==> src/rtl/checkpoint_allocator.sv <==
// Branch checkpoint slot allocator: circular FIFO of checkpoint IDs with
// out-of-order release, in-order reclaim, and recover/flush truncation.
module checkpoint_allocator #(
  parameter  int CHECKPOINT_COUNT = 8,
  parameter  int ROB_IDX_W        = 7,
  localparam int CK_W             = $clog2(CHECKPOINT_COUNT)
) (
  input  logic                        clk,
  input  logic                        rst,
  input  logic                        alloc_req,
  input  logic [ROB_IDX_W-1:0]        alloc_rob_idx,
  output logic                        alloc_gnt,
  output logic [CK_W-1:0]             alloc_id,
  output logic                        snap_we,
  input  logic                        release_valid,
  input  logic [CK_W-1:0]             release_id,
  input  logic                        recover_valid,
  input  logic [CK_W-1:0]             recover_id,
  input  logic                        flush_all,
  output logic [CK_W:0]               count,
  output logic                        full,
  output logic                        empty,
  output logic [CK_W-1:0]             head_id,
  output logic [ROB_IDX_W-1:0]        head_rob_idx,
  output logic [CHECKPOINT_COUNT-1:0] live_mask,
  output logic                        err
);
  localparam int N = CHECKPOINT_COUNT;

  logic [CK_W-1:0]      r_head;
  logic [CK_W-1:0]      r_tail;
  logic [CK_W:0]        r_count;
  logic [N-1:0]         r_live;
  logic [N-1:0]         r_done;
  logic [ROB_IDX_W-1:0] r_rob_idx [N];
  logic                 r_err;

  logic            w_full;
  logic            w_gnt;
  logic            w_rec_ok;
  logic            w_rel_ok;
  logic            w_rel_drop;
  logic            w_rel_err;
  logic            w_reclaim;
  logic            w_err_nxt;
  logic [CK_W-1:0] w_rec_off;
  logic [N-1:0]    w_discard;
  logic [N-1:0]    w_live_nxt;
  logic [N-1:0]    w_done_nxt;

  assign w_full     = (r_count == (CK_W+1)'(N));
  assign w_gnt      = alloc_req & ~w_full & ~recover_valid & ~flush_all;
  assign w_rec_ok   = recover_valid & r_live[recover_id];
  assign w_rec_off  = recover_id - r_head;
  assign w_rel_ok   = release_valid & r_live[release_id] & ~r_done[release_id];
  assign w_rel_drop = w_rec_ok & w_discard[release_id];
  assign w_rel_err  = release_valid & ~w_rel_ok & ~w_rel_drop;
  assign w_reclaim  = (r_count != '0) & r_done[r_head] & ~w_rec_ok;
  assign w_err_nxt  = r_err | (~flush_all & (w_rel_err | (recover_valid & ~w_rec_ok)));

  // A slot is discarded by recover when its age (distance from head) is at
  // least that of recover_id; age ordering stays correct when full.
  always_comb begin
    w_discard = '0;
    for (int i = 0; i < N; i++) begin
      w_discard[i] = r_live[i] && ((CK_W'(i) - r_head) >= w_rec_off);
    end
  end

  // NOTE: combinational next-state uses blocking '=' with defaults assigned
  // first, so every path is covered and no latch is inferred.
  always_comb begin
    w_live_nxt = r_live;
    w_done_nxt = r_done;
    if (w_rec_ok) begin
      w_live_nxt = r_live & ~w_discard;
      w_done_nxt = r_done & ~w_discard;
    end else begin
      if (w_reclaim) begin
        w_live_nxt[r_head] = 1'b0;
        w_done_nxt[r_head] = 1'b0;
      end
      if (w_gnt) begin
        w_live_nxt[r_tail] = 1'b1;
        w_done_nxt[r_tail] = 1'b0;
      end
    end
    if (w_rel_ok && !w_rel_drop) w_done_nxt[release_id] = 1'b1;
    if (flush_all) begin
      w_live_nxt = '0;
      w_done_nxt = '0;
    end
  end

  // NOTE: registers use non-blocking '<=' so all state updates see the
  // pre-edge values.
  always_ff @(posedge clk or negedge rst) begin
    if (!rst) begin
      r_head  <= '0;
      r_tail  <= '0;
      r_count <= '0;
      r_live  <= '0;
      r_done  <= '0;
      r_err   <= 1'b0;
    end else begin
      r_live <= w_live_nxt;
      r_done <= w_done_nxt;
      r_err  <= w_err_nxt;
      if (flush_all) begin
        r_head  <= r_tail;
        r_count <= '0;
      end else if (w_rec_ok) begin
        r_tail  <= recover_id;
        r_count <= {1'b0, w_rec_off};
      end else begin
        if (w_reclaim) r_head <= r_head + 1'b1;
        if (w_gnt)     r_tail <= r_tail + 1'b1;
        unique case ({w_gnt, w_reclaim})
          2'b10:   r_count <= r_count + 1'b1;
          2'b01:   r_count <= r_count - 1'b1;
          default: ;
        endcase
      end
    end
  end

  // NOTE: the ROB-index array is payload qualified by live, so it is left
  // unreset and can map onto plain storage.
  always_ff @(posedge clk) begin
    if (w_gnt) r_rob_idx[r_tail] <= alloc_rob_idx;
  end

  assign alloc_gnt    = w_gnt;
  assign alloc_id     = r_tail;
  assign snap_we      = w_gnt;
  assign count        = r_count;
  assign full         = w_full;
  assign empty        = (r_count == '0);
  assign head_id      = r_head;
  assign head_rob_idx = r_rob_idx[r_head];
  assign live_mask    = r_live;
  assign err          = r_err;
endmodule

==> config.mk <==
export PLATFORM = sky130hd
export DESIGN_NAME = checkpoint_allocator
export DESIGN_NICKNAME = d
export VERILOG_FILES = /design/src/rtl/checkpoint_allocator.sv
export SDC_FILE = /design/constraint.sdc
export NUM_CORES = 1
export LEC_CHECK = 0
export CORE_ASPECT_RATIO = 1.75
export CORE_MARGIN = 4
export CORE_UTILIZATION = 40
export DETAILED_ROUTE_END_ITERATION = 10
export PLACE_DENSITY = 0.69
export SYNTH_ARGS = -nofsm -noshare
export SYNTH_HDL_FRONTEND = slang
export SYNTH_SLANG_ARGS = --single-unit
==> constraint.sdc <==
create_clock -name clk -period 5.1 [get_ports clk]
set_input_delay 1.275 -clock clk [delete_from_list [all_inputs] [get_ports clk]]
set_output_delay 1.275 -clock clk [all_outputs]
set_load 0.03 [all_outputs]
==> impl_metrics.ini <==
[route]
drtIter0Drc = 275
wl_um = 12950
drc_errors = 0
via_per_inst = 5.848
dr_total_vias = 3468
routedWlPerCell_um = 21.84
drt_first_pass_iters = 5
ant_nets = 0

[power]
p_leak_nw = 2.174
p_total_mw = 2.481
powerDensity_mw_per_mm2 = 439.9
ir_drop_v = 0.0002030

[final_layout]
fin_nets = 495
finalNonFillerCells = 593
drive_gt1_frac = 0.1354
mostFrequentLayoutCell = edfxtp_1
syn2layout_area_growth_pct = 20.83
final_util = 0.4898
diodes = 0
layout_common_cells = edfxtp_1, nand2_1, clkdlybuf4s50_1, nor2_1, inv_1
num-fill-cells = 1008

[timing]
period_share = 0.8930
period_minus_slack_ps = 4554
max_freq_mhz = 219.6
holdWs_ps = 508.2
setup_tns_ps = 0
drv_slew = 0
setup_viol = 0
worst_slew_pin_slew_ps = 937.9
slew_headroom = 0.3744
rsz0062_at_grt = no
skew_ps = 9.212
hold_violations = 0

[global_route]
antenna_found_initial = 0
gr-usage-met3 = 0.03484
grt_util_met1 = 0.2097
grt_pass1_vias = 3643
grt_start_max_net_pins = 28
top_usage_layer = met2
use_met2 = 0.3724
grt_first_pass_wirelength_um = 20160
overflow = 0
grtUsageTotal = 0.2050

[clock_network]
clk_pin_slew_worst_paths_ps = 60
cts_post_setup_buffers_inserted = 0
cts_inserted_buffers = 9
cts_sinks = 83
worstSkewPairLatency_ps = 340
htree_num_levels = 3
cts_root_buf = clkbuf_16
cts_buffer_depth = 2
cts-resized-gates = 0
ctsHoldBuffers = 0
cts_tree = done

[logic_synthesis]
ys_ff_latch = 83
synth_flop_cell = edfxtp_1
syn_avg_cell_area_um2 = 11.73
synth_edf_count = 56
yosys-top-cells-area = edfxtp_1, dfrtp_1, mux4_2, ha_1, nand2_1
seq_area_frac_synth = 0.5050
synth.net_count = 440
yosysTopAreaCellShare = 0.3602
yosys_warnings = 0
yosys.cell_types.count = 70
yosys.area.top_type = edfxtp_1
async_flop_share = 0.3253
syn_area_mm2 = 0.004668
syn_inst = 398

[worst_setup_path]
cp-end-kind = flip-flop
reg2reg_slack_ps = 1580
r2r_cells = 12
crit_path_start_kind = input pin
critical_path.endpoint = r_done[2]$_DFF_PN0_
timing.rr.end = r_done[2]$_DFF_PN0_
startpoint = recover_id[0]
required_ps = 5370
cp_slowest_cell = a211oi_1
path_max_fanout = 9
worstPathArrival_ps = 4820
cp_cell_sequence = clkdlybuf4s50_1 > inv_1 > ha_1 > inv_1 > fa_1 > xnor2_1 > xnor2_2 > buf_4 > ha_1 > a21o_1 > a31oi_1 > o221ai_1 > a211oi_1 > a32o_1
critPathMaxStageDelay_ps = 450
r2r-start = head_id[0]$_DFFE_PN0P_
crit_type = input pin to flip-flop

[placement]
dp_cells = 577
routabilityCongestion = 0.9119
io_buffers = 48
dp_hpwl_um = 9737

[die]
core-area_mm2 = 0.01152
die-area_mm2 = 0.01353
die_h_um = 150.9
start_util = 0.4054
io_pins = 49
std_cell_rows = 52
die_w_um = 89.67

[flow_run]
maxCapViolCount = 0

[status]
status = complete, no violations

[min_path]
holdCritPathClass = flip-flop to flip-flop
==> worst min-delay path by stage <==
stage,depth (start not counted),start,to
2_1_floorplan,2,r_done[3]$_DFF_PN0_,r_done[3]$_DFF_PN0_
3_5_place_dp,1,err$_DFF_PN0_,err$_DFF_PN0_
4_1_cts,1,err$_DFF_PN0_,err$_DFF_PN0_
6_report,1,err$_DFF_PN0_,err$_DFF_PN0_
3_3_place_gp,1,err$_DFF_PN0_,err$_DFF_PN0_
5_1_grt,1,err$_DFF_PN0_,err$_DFF_PN0_
==> logic make-up (layout without fill, tap and decap cells) <==
family / Yosys count / after routing / share of synthesized area
simple gates: 119 / 119 / 0.1201
mux: 22 / 22 / 0.09810
fa+ha+maj: 23 / 23 / 0.06486
compound gates: 93 / 93 / 0.1496
flops: 83 / 83 / 0.5050
buf+inv: 47 / 107 / 0.04020
xor+xnor: 11 / 11 / 0.02225
==> through the flow <==
step / worst slack, ps / instance area (um^2)
CTS: 578.5 / 5640
floorplan: 871.3 / 4668
finish: 545.9 / 5640
global route: 222.9 / 5640
detailed placement: 246.3 / 5343
global placement: 320.8 / 5343
==> metal layers <==
layer	up-vias	part of all wire
met5	-	0
met4	0	0.057
met3	35	0.037
met2	106	0.56
met1	1713	0.35
li1	1614	-
==> synthesized netlist by cell type, types with 7 or more instances <==
master    instances
dfrtp_1          27
edfxtp_1         56
o21ai_0          12
a21oi_1          16
nor3_1            8
inv_1            28
mux4_2           16
nor2_1           29
a31oi_1           7
ha_1             21
clkbuf_1         13
nand2_1          47
==> critical path: cells and delay by family <==
family / cells / cell delay (ps)
fa+ha+maj: 3 / 840
xor+xnor: 2 / 570
compound gates: 5 / 1380
buf+inv: 4 / 730
==> power by group <==
| group | switching, mW | internal (mW) | leakage (nW) |
|---|---|---|---|
| registers | 0.0436 | 0.760 | 0.861 |
| clock network | 0.256 | 0.393 | 0.143 |
| logic | 0.618 | 0.411 | 1.17 |
==> sequential cells by signal, indices dropped and copies added (netlist names) <==
register   count
err            1
head_id        3
r_done         8
live_mask      8
count          4
alloc_id       3
r_rob_idx     56
==> area by class of cell <==
type / count / area (um^2) / share of cell area
multi-input cells: 268 / 2123 / 0.3764
clock inverters: 4 / 51.30 / 0.009095
clock buffers: 12 / 246.5 / 0.04370
well taps: 135 / 168.9 / 0.02995
repair buffers: 63 / 588.1 / 0.1043
inverters: 28 / 105.1 / 0.01863
flip-flops and latches: 83 / 2357 / 0.4179
Note: power is estimated with default switching activity, not from simulation.
==> RTL edit: new RTL, config.mk and constraints unchanged <==
`ROB_IDX_W`: 7 -> 6.
--- a/src/rtl/checkpoint_allocator.sv
+++ b/src/rtl/checkpoint_allocator.sv
@@ -4,3 +4,3 @@
   parameter  int CHECKPOINT_COUNT = 8,
-  parameter  int ROB_IDX_W        = 7,
+  parameter  int ROB_IDX_W        = 6,
   localparam int CK_W             = $clog2(CHECKPOINT_COUNT)
Interface: changed (resized alloc_rob_idx and head_rob_idx); port bits go from 49 to 47. The function was not compared with the original's and may differ.
==> RTL edit against the unedited design <==
Clock power is 2% lower. Maximum frequency is 2.9% lower. Total power is 5.8% lower. Final cell count is 3.7% lower. Synthesized area is 4.1% lower. Worst setup slack worse by 0.14 ns. Register-to-register slack worse by 0.37 ns. Wire length is 3.4% lower. Sequential cell count is 8 lower. Design area is 5.2% lower.
==> RTL edit: results (changes against the unedited design) <==
[route]
wl_met2_um = 6790  ; -6.0%
wl_met3_um = 559  ; +15%
drtIter0Drc = 264  ; -4.0%
dr.pass1.iters = 4  ; -1
via_count = 3426  ; -1.2%

[yosys]
synth-seq-cells = 75  ; -9.6%
synth_cell_types = 74  ; +5.7%
ys_top_cells_by_area = edfxtp_1, dfrtp_1, mux4_2, ha_1, nand2_1
synthesis.nets = 434  ; -1.4%
synth_compound_area_frac = 0.149  ; -0.000312
synth_mux_area_frac = 0.0858  ; -0.0123
synth-edff-count = 48  ; -14%
ys_seq_area_frac = 0.473  ; -0.0321

[final_layout]
buf_share = 0.101  ; -0.00363
fillers = 965  ; -4.3%
nMultiInputCombCells = 263  ; -1.9%
final-clk-cell-share = 0.0569  ; +0.00407
clkbuf_count = 11  ; -1
final_nets = 477  ; -3.6%
largest_register_ffs = 48  ; -14%

[pwr]
p_comb_frac = 0.410  ; -0.005
power.leakage_nw = 2.05  ; -5.6%
ir_drop_mv = 0.291  ; +43%
p_int_mw = 1.46  ; -6.5%
power.switching_mw = 0.874  ; -4.7%

[grt]
met3_usage = 0.0335  ; -0.00138
met2_usage = 0.360  ; -0.0122
grt_pass1_vias = 3471  ; -4.7%

[outcome]
outcome = finished, final reports clean

[worst_setup_path]
reg2reg_depth = 13  ; +1
crit_arrival_ns = 4.91  ; +0.09 ns
path_max_fanout = 5  ; -4
cp_slowest_cell = fa_1

[timing]
whs_ns = 0.490  ; -0.0183 ns
slew_headroom = 0.449  ; +0.0750
fin_skew_ns = 0.00820  ; -0.00101 ns

[place]
gp_congestion = 1.02  ; +11%

==> RTL edit: cell count changes after synthesis, moves of 5 or more <==
cell,before,now
nand3_1,6,14
a31oi_1,7,2
a21oi_1,16,11
nor2b_1,6,11
nor2_1,29,17
edfxtp_1,56,48
==> RTL edit: how the worst max path moves through the flow <==
stage / from / to / slack [ns] / cells past startpoint
2_1_floorplan: recover_id[0] / r_done[1] / 0.82 / 13
3_3_place_gp: recover_id[0] / r_done[1] / 0.23 / 14
3_5_place_dp: recover_id[0] / r_done[1] / 0.13 / 14
4_1_cts: recover_id[0] / r_done[1] / 0.46 / 14
5_1_grt: recover_id[0] / r_done[1] / 0.13 / 14
6_report: recover_id[0] / r_done[1] / 0.41 / 14
==> RTL edit: per-stage QoR <==
stage                     worst slack (ns)  cells   util
after global routing                 0.128    571  0.494
after global placement               0.226    555  0.466
final                                0.409    571  0.494
after floorplan                      0.822    393      -
after CTS                            0.457    571  0.494
after detailed placement             0.126    555  0.466
